$ cat config.mk
export PLATFORM = sky130hd
export DESIGN_NAME = keypad_col_reader
export DESIGN_NICKNAME = d
export VERILOG_FILES = /design/src/rtl/keypad_pkg.sv /design/src/rtl/pin_sync.sv /design/src/rtl/keypad_col_reader.sv
export SDC_FILE = /design/constraint.sdc
export NUM_CORES = 1
export LEC_CHECK = 0
export BUFFER_PORTS_ARGS = -buffer_cell sky130_fd_sc_hd__buf_4
export CAP_MARGIN = 10
export CORE_MARGIN = 5
export CORE_UTILIZATION = 50
export CTS_CLUSTER_DIAMETER = 80
export DETAILED_ROUTE_END_ITERATION = 12
export GPL_TIMING_DRIVEN = 0
export PLACE_DENSITY_LB_ADDON = 0.08
export RECOVER_POWER = 50
export SLEW_MARGIN = 20
export SYNTH_ARGS = -nofsm -noshare
export SYNTH_HDL_FRONTEND = slang
export SYNTH_SLANG_ARGS = --single-unit
$ cat constraint.sdc
create_clock -name clk -period 2.16 [get_ports clk]
set_input_delay 0.216 -clock clk [delete_from_list [all_inputs] [get_ports clk]]
set_output_delay 0.216 -clock clk [all_outputs]
set_load 0.01 [all_outputs]
$ cat src/rtl/keypad_pkg.sv
// Shared types and one-hot helpers for the keypad column reader.
// Helpers take a zero-extended MAX_COLS-wide vector so one function serves every N_COLS.
package keypad_pkg;

    localparam int unsigned MAX_COLS = 32;
    localparam int unsigned MAX_IDX_W = 5;

    typedef enum logic [1:0] {IDLE, PRESS_DB, HELD, REL_DB} rd_state_t;

    function automatic logic is_onehot(input logic [MAX_COLS-1:0] v);
        return (v != '0) && ((v & (v - 1'b1)) == '0);
    endfunction

    function automatic logic [MAX_IDX_W-1:0] onehot_to_idx(input logic [MAX_COLS-1:0] v);
        logic [MAX_IDX_W-1:0] idx;
        idx = '0;
        for (int unsigned i = 0; i < MAX_COLS; i++) begin
            if (v[i]) idx = i[MAX_IDX_W-1:0];
        end
        return idx;
    endfunction

endpackage

$ cat src/rtl/pin_sync.sv
// Multi-stage flip-flop synchroniser for a bus of asynchronous pins.
// Synchronous active-low reset loads every stage with RST_VAL.
module pin_sync #(
    parameter int unsigned WIDTH   = 4,
    parameter int unsigned STAGES  = 2,
    parameter logic [WIDTH-1:0] RST_VAL = '0
) (
    input  logic             clk,
    input  logic             reset,
    input  logic [WIDTH-1:0] d,
    output logic [WIDTH-1:0] q
);

    logic [WIDTH-1:0] stage [STAGES];

    always_ff @(posedge clk) begin
        if (!reset) begin
            for (int unsigned i = 0; i < STAGES; i++) stage[i] <= RST_VAL;
        end else begin
            stage[0] <= d;
            for (int unsigned i = 1; i < STAGES; i++) stage[i] <= stage[i-1];
        end
    end

    assign q = stage[STAGES-1];

endmodule

$ cat src/rtl/keypad_col_reader.sv
// Debounced keypad column reader: synchronise, decode one-hot, debounce press and release.
// The release strobe port is named 'released' because 'release' is a reserved word.
module keypad_col_reader
    import keypad_pkg::*;
#(
    parameter int unsigned N_COLS          = 4,
    parameter int unsigned SYNC_STAGES     = 2,
    parameter int unsigned DEBOUNCE_CYCLES = 16,
    parameter int unsigned ACTIVE_LOW      = 1
) (
    input  logic                      clk,
    input  logic                      reset,
    input  logic [N_COLS-1:0]         pin,
    output logic [N_COLS-1:0]         sense,
    output logic [$clog2(N_COLS)-1:0] col_idx,
    output logic                      held,
    output logic                      press,
    output logic                      released,
    output logic                      multi
);

    localparam int unsigned IDX_W = $clog2(N_COLS);
    localparam int unsigned CNT_W = $clog2(DEBOUNCE_CYCLES + 1);
    localparam logic [CNT_W-1:0] CNT_LAST = CNT_W'(DEBOUNCE_CYCLES - 1);
    localparam logic [N_COLS-1:0] INACTIVE = (ACTIVE_LOW != 0) ? '1 : '0;

    logic [N_COLS-1:0]   sync_q;
    logic [N_COLS-1:0]   act;
    logic [MAX_COLS-1:0] act_ext;
    logic [N_COLS-1:0]   code;
    logic                act_onehot;
    logic [MAX_IDX_W-1:0] cand_idx;

    rd_state_t           state, state_nxt;
    logic [CNT_W-1:0]    cnt, cnt_nxt;
    logic [N_COLS-1:0]   cand, cand_nxt;
    logic [N_COLS-1:0]   sense_nxt;
    logic [IDX_W-1:0]    idx_nxt;
    logic                press_nxt, rel_nxt;

    pin_sync #(
        .WIDTH   (N_COLS),
        .STAGES  (SYNC_STAGES),
        .RST_VAL (INACTIVE)
    ) u_sync (
        .clk   (clk),
        .reset (reset),
        .d     (pin),
        .q     (sync_q)
    );

    assign act        = sync_q ^ INACTIVE;
    assign act_ext    = MAX_COLS'(act);
    assign act_onehot = is_onehot(act_ext);
    assign code       = act_onehot ? act : '0;
    assign cand_idx   = onehot_to_idx(MAX_COLS'(cand));

    always_comb begin
        state_nxt = state;
        cnt_nxt   = cnt;
        cand_nxt  = cand;
        sense_nxt = sense;
        idx_nxt   = col_idx;
        press_nxt = 1'b0;
        rel_nxt   = 1'b0;
        unique case (state)
            IDLE: begin
                if (code != '0) begin
                    cand_nxt  = code;
                    cnt_nxt   = CNT_W'(1);
                    state_nxt = PRESS_DB;
                end
            end
            PRESS_DB: begin
                if (code == cand) begin
                    if (cnt == CNT_LAST) begin
                        state_nxt = HELD;
                        cnt_nxt   = '0;
                        sense_nxt = cand;
                        idx_nxt   = cand_idx[IDX_W-1:0];
                        press_nxt = 1'b1;
                    end else begin
                        cnt_nxt = cnt + 1'b1;
                    end
                end else begin
                    state_nxt = IDLE;
                    cnt_nxt   = '0;
                end
            end
            HELD: begin
                if (code != sense) begin
                    cnt_nxt   = CNT_W'(1);
                    state_nxt = REL_DB;
                end
            end
            REL_DB: begin
                if (code == sense) begin
                    state_nxt = HELD;
                    cnt_nxt   = '0;
                end else if (cnt == CNT_LAST) begin
                    state_nxt = IDLE;
                    cnt_nxt   = '0;
                    sense_nxt = '0;
                    idx_nxt   = '0;
                    rel_nxt   = 1'b1;
                end else begin
                    cnt_nxt = cnt + 1'b1;
                end
            end
            default: state_nxt = IDLE;
        endcase
    end

    always_ff @(posedge clk) begin
        if (!reset) begin
            state    <= IDLE;
            cnt      <= '0;
            cand     <= '0;
            sense    <= '0;
            col_idx  <= '0;
            held     <= 1'b0;
            press    <= 1'b0;
            released <= 1'b0;
            multi    <= 1'b0;
        end else begin
            state    <= state_nxt;
            cnt      <= cnt_nxt;
            cand     <= cand_nxt;
            sense    <= sense_nxt;
            col_idx  <= idx_nxt;
            held     <= (state_nxt == HELD) || (state_nxt == REL_DB);
            press    <= press_nxt;
            released <= rel_nxt;
            multi    <= (act != '0) && !act_onehot;
        end
    end

endmodule

# == After elaboration in Yosys (flattened, before gate mapping) ==
# Memories as Yosys holds them, arrays and structs flattened.
# Cells that the tools add are included.
# totals
n_memories,1
ramBits,8
latch_bits,0
mem_bits_ro,0
in_bits,6
elab_cells,80
regBits,21
out_inout_bits,10
# mem_list
memory,depth,width,rd,rd_clocked_by_memory_dff,write_ports,line_no,rtl
u_sync.stage,2,4,2,0,2,pin_sync.sv:14,logic [WIDTH-1:0] stage [STAGES];
# classes
n_mul,0
magnitude_cmp,0
add_sub_neg,2
div,0
n_shift,0
eq_ne,15
reduce_logical,15
n_bitwise,6
n_mux,32
# op_table
operator,n
$and 4x32->32,1
$logic_not 32->1,1
$reduce_bool 32->1,1
$mux 4,7
$mux 5,5
$mux 2,12
$pmux 5 s4,1
$ne 2x2->1 const B,6
$eq 2x2->1 const B,4
$eq 4x4->1,2
$pmux 2 s4,1
$pmux 4 s2,1
$reduce_bool 4->1,2
$add 5x1->5 const B,1
$eq 5x4->1 const B,1
$reduce_and 5->1,1
$sub 4x1->5 const B,1
$mux 1,4
$ne 4x4->1,1
$not 4->4,1
$pmux 2 s2,1
$reduce_and 2->1,2
$reduce_and 3->1,1
$reduce_or 3->1,1
8 further kinds,11

# == Logic depth before layout (Yosys ltp) ==
# An unclocked memory read counts as a cell.
# logic_depth
word_depth,12
depth_mapped,8
depth_no_buf,7

# == Cells and area by module ==
# Synthesis repeated with hierarchy kept, for this count alone.
# unflattened
hier_cells,156
area_unflattened_um2,1471.4
# modules_own_cells
module,n_inst,cells_per_inst,seq_area_each_um2,area_each_um2
keypad_col_reader,1,136,400.4,1231.2
pin_sync,1,20,160.2,240.2

# == Worst setup path after synthesis ==
# Ideal clock, no wire load.
# synth_timing
path_type,flip-flop to flip-flop
startpoint,"memory u_sync.stage[1][2], in the netlist u_sync.stage[0][6]"
endpoint,register cnt[1]
period_less_slack_ps,1728
path_stages_with_launch,7
setup_time_ps,76
required_ps,2084
n_path_buf,0
path_slack_ps,432
t_arrival_ps,1652
cell_sequence,dfxtp_1 and4b_2 a22oi_1 a221oi_4 a21oi_2 or3_1 o22ai_1
# synth_rtl
element,line_no,rtl
"start, declared",pin_sync.sv:14,
"end signal, assigned",keypad_col_reader.sv:127,cnt <= cnt_nxt;
"end, declared",keypad_col_reader.sv:35,"logic [CNT_W-1:0] cnt, cnt_nxt;"

==> metrics.txt <==
setup bufs post-CTS 0; final slew viol count 0; GR Util met3 0.0324; vias in the first global route 1,133; Peak supply drop 0.373 mV; Mapped Nets 162; R2R Path Start u_sync.stage[0][7]; min-delay src pin[2]; total power draw 0.927 mW; post-layout min period 1.97 ns; vias per cell 5.72; final hold vios 0; CP arrival 2.22 ns; status completed; share of layout cells above drive strength 1 0.109; Worst Tran Pin Value 0.547 ns; CTS tree built; largest net degree at the start of global routing 16; top_reg_cell synth dfxtp_1; Detailed Routing Iterations Pass 1 4; Worst R2R Path Depth 7; # diodes 0; GPL Wtd Cong 0.775; mapped cell area 1390 um2; initial antenna violation count 0; Final TNS setup 0 ns; DIE AREA 3940 um2; register area share after synthesis 0.403; Setup WS pre-CTS 0.243 ns; WL/cell 14.2 um; post-CTS resize count 0; synthesis-to-layout area growth 10.5%; Final period util 0.914; critical path class flip-flop to flip-flop; DR DRC count 0; TritonCTS Buffers 3; final setup vio count 0; worst setup margin 0.186 ns; met1 usage 0.195; average size of a mapped cell 8.98 um2; sink of the worst hold path u_sync.stage[0][2]; Layout Utilization 0.567; post-synthesis async set-or-reset flop share 0; RSZ-0062 raised after global routing no; Highest Clock Rate 507 MHz; CP peak stage delay 0.41 ns; Ys Warns 0; Slew HR 0.635; Fin Hold WS 0.0719 ns; Non-Filler Instances 205; Max Cap Viol 0; Core ar. 2710 um2; Hold Buf Count CTS 0; Root Buffer clkbuf_4; Worst Setup End Kind flip-flop; Die W 62.8 um; final WL 2920 um; Most Crowded Layer GR met2; Hold Crit Class primary input to flip-flop; global-route wire length before repair 5130 um; dpl cell area 1540 um2; Post-DRT Antenna Nets 0; DP HPWL 2180 um; CTS clk-pin slew, worst paths 0.14 ns; Die Y 62.8 um; Total Routing Usage GR 0.158; Post-layout nets 182; EDFF count, synth 0; clock sink total 28; Yosys cell types 47; Crit-path slowest cell dfxtp_1; Pleak 0.565 nW; row count 19; Initial Util 0.513; flop-to-flop setup slack 0.19 ns; initial DRC count 73; clk buf depth 2; dpl cells 201; RR Endpoint cnt[1]; total number of vias 1,173; Worst setup SP type flip-flop; cells after synthesis 155; crit-path cells buf_2 -> xnor2_1 -> o21ai_1 -> a221oi_4 -> a21oi_2 -> or3_1 -> o22ai_1; number of port buffers 15; worst skew pair latency 0.31 ns; Critical Path RT 2.41 ns; #FFs+latches synth 28; H-Tree Depth 1; power per standard cell area 603 nW/um2; post-route cell area 1540 um2; met2 usage 0.275; Overflow after GRT 0; Fin Clk Skew 0.00296 ns; I/O pin count 16; crit path max fanout 10; hold path depth 2
flip-flops by register name (all words and copies together), names as in the netlist:
register,cells
cand,4
u_sync.stage,8
state,2
col_idx,2
released,1
press,1
sense,4
multi,1
cnt,5
worst max-delay path by stage:
stage | endpoint | cells past startpoint | startpoint | slack [ns]
after floorplan | cnt[1] | 6 | u_sync.stage[0][6] | 0.43
after global placement | cnt[1] | 6 | u_sync.stage[0][6] | 0.26
after detailed placement | cnt[1] | 7 | u_sync.stage[0][7] | 0.24
after CTS | cnt[1] | 7 | u_sync.stage[0][7] | 0.21
after global routing | sense[1] | 7 | u_sync.stage[0][5] | 0.06
final | cnt[1] | 7 | u_sync.stage[0][7] | 0.19
power breakdown:
part,internal [mW],switching (mW)
clock,0.103,0.141
combinational,0.0588,0.0775
sequential,0.532,0.0151
total,0.694,0.233
layout by cell type (no fill, tap or decap), types with 2 or more instances in the layout:
cell       n
o22ai_1    2
nor4_1     2
buf_4      4
dfxtp_1   28
mux2i_1    8
nor2_1    10
o21ai_1    2
nand3_1    4
and4bb_1   4
o31ai_1    2
a22oi_1    2
and4b_1    2
clkbuf_4   5
inv_1      2
nand3b_1   2
a21oi_1   10
o211ai_1   3
clkbuf_1  14
nor2b_1    4
o21ai_0    5
nand2b_1   8
or3_1      2
nand2_1   21
buf_2      3
worst max-delay path, delay by kind of cell, from the launching register on:
kind / cells / cell delay [ns]
compound gates: 4 / 0.73
xor+xnor: 1 / 0.16
buf+inv: 1 / 0.24
flops: 1 / 0.41
simple gates: 1 / 0.36
cell families (layout without fill, tap and decap cells):
kind of cell,count (synthesis),after routing,synth area share
flops,28,28,0.403
mux,8,8,0.0576
xor+xnor,2,2,0.0126
simple gates,67,67,0.276
buf+inv,12,31,0.0459
fa+ha+maj,2,2,0.0162
compound gates,36,36,0.189
layout make-up:
class                      count  area [um2]
buffer                         9        52.6
clock buffer                   4        36.3
fill                         263        1170
inverter                       3        11.3
multi-input combinational    115         767
sequential                    28         561
tap                           31        38.8
timing repair buffer          15        71.3
synth_stat cells (all sizes together), types with 2 or more instances:
library cell	n	area (um2)
o31ai	2	15.0
o22ai	2	12.5
o211ai	3	22.5
nand3	4	20.0
clkbuf	3	11.3
nand2b	8	50.1
nor4	2	12.5
nor2	11	48.8
inv	2	7.51
or3	2	12.5
a22oi	2	15.0
dfxtp	28	561
and4b	3	31.3
and4bb	4	50.1
buf	6	41.3
o21ai	7	35.0
a21oi	11	58.8
mux2i	8	80.1
nand2	21	78.8
nand3b	2	15.0
nor2b	4	25.0
per-layer routing:
layer  part of all wire  up-vias  routed length, um
met3              0.046        2                135
met4             0.0068        0                 20
li1                   -      595                  -
met1               0.44      553               1280
met2               0.51       23               1480
met5                  0        -                  0
Note: power is estimated with default switching activity, not from simulation.
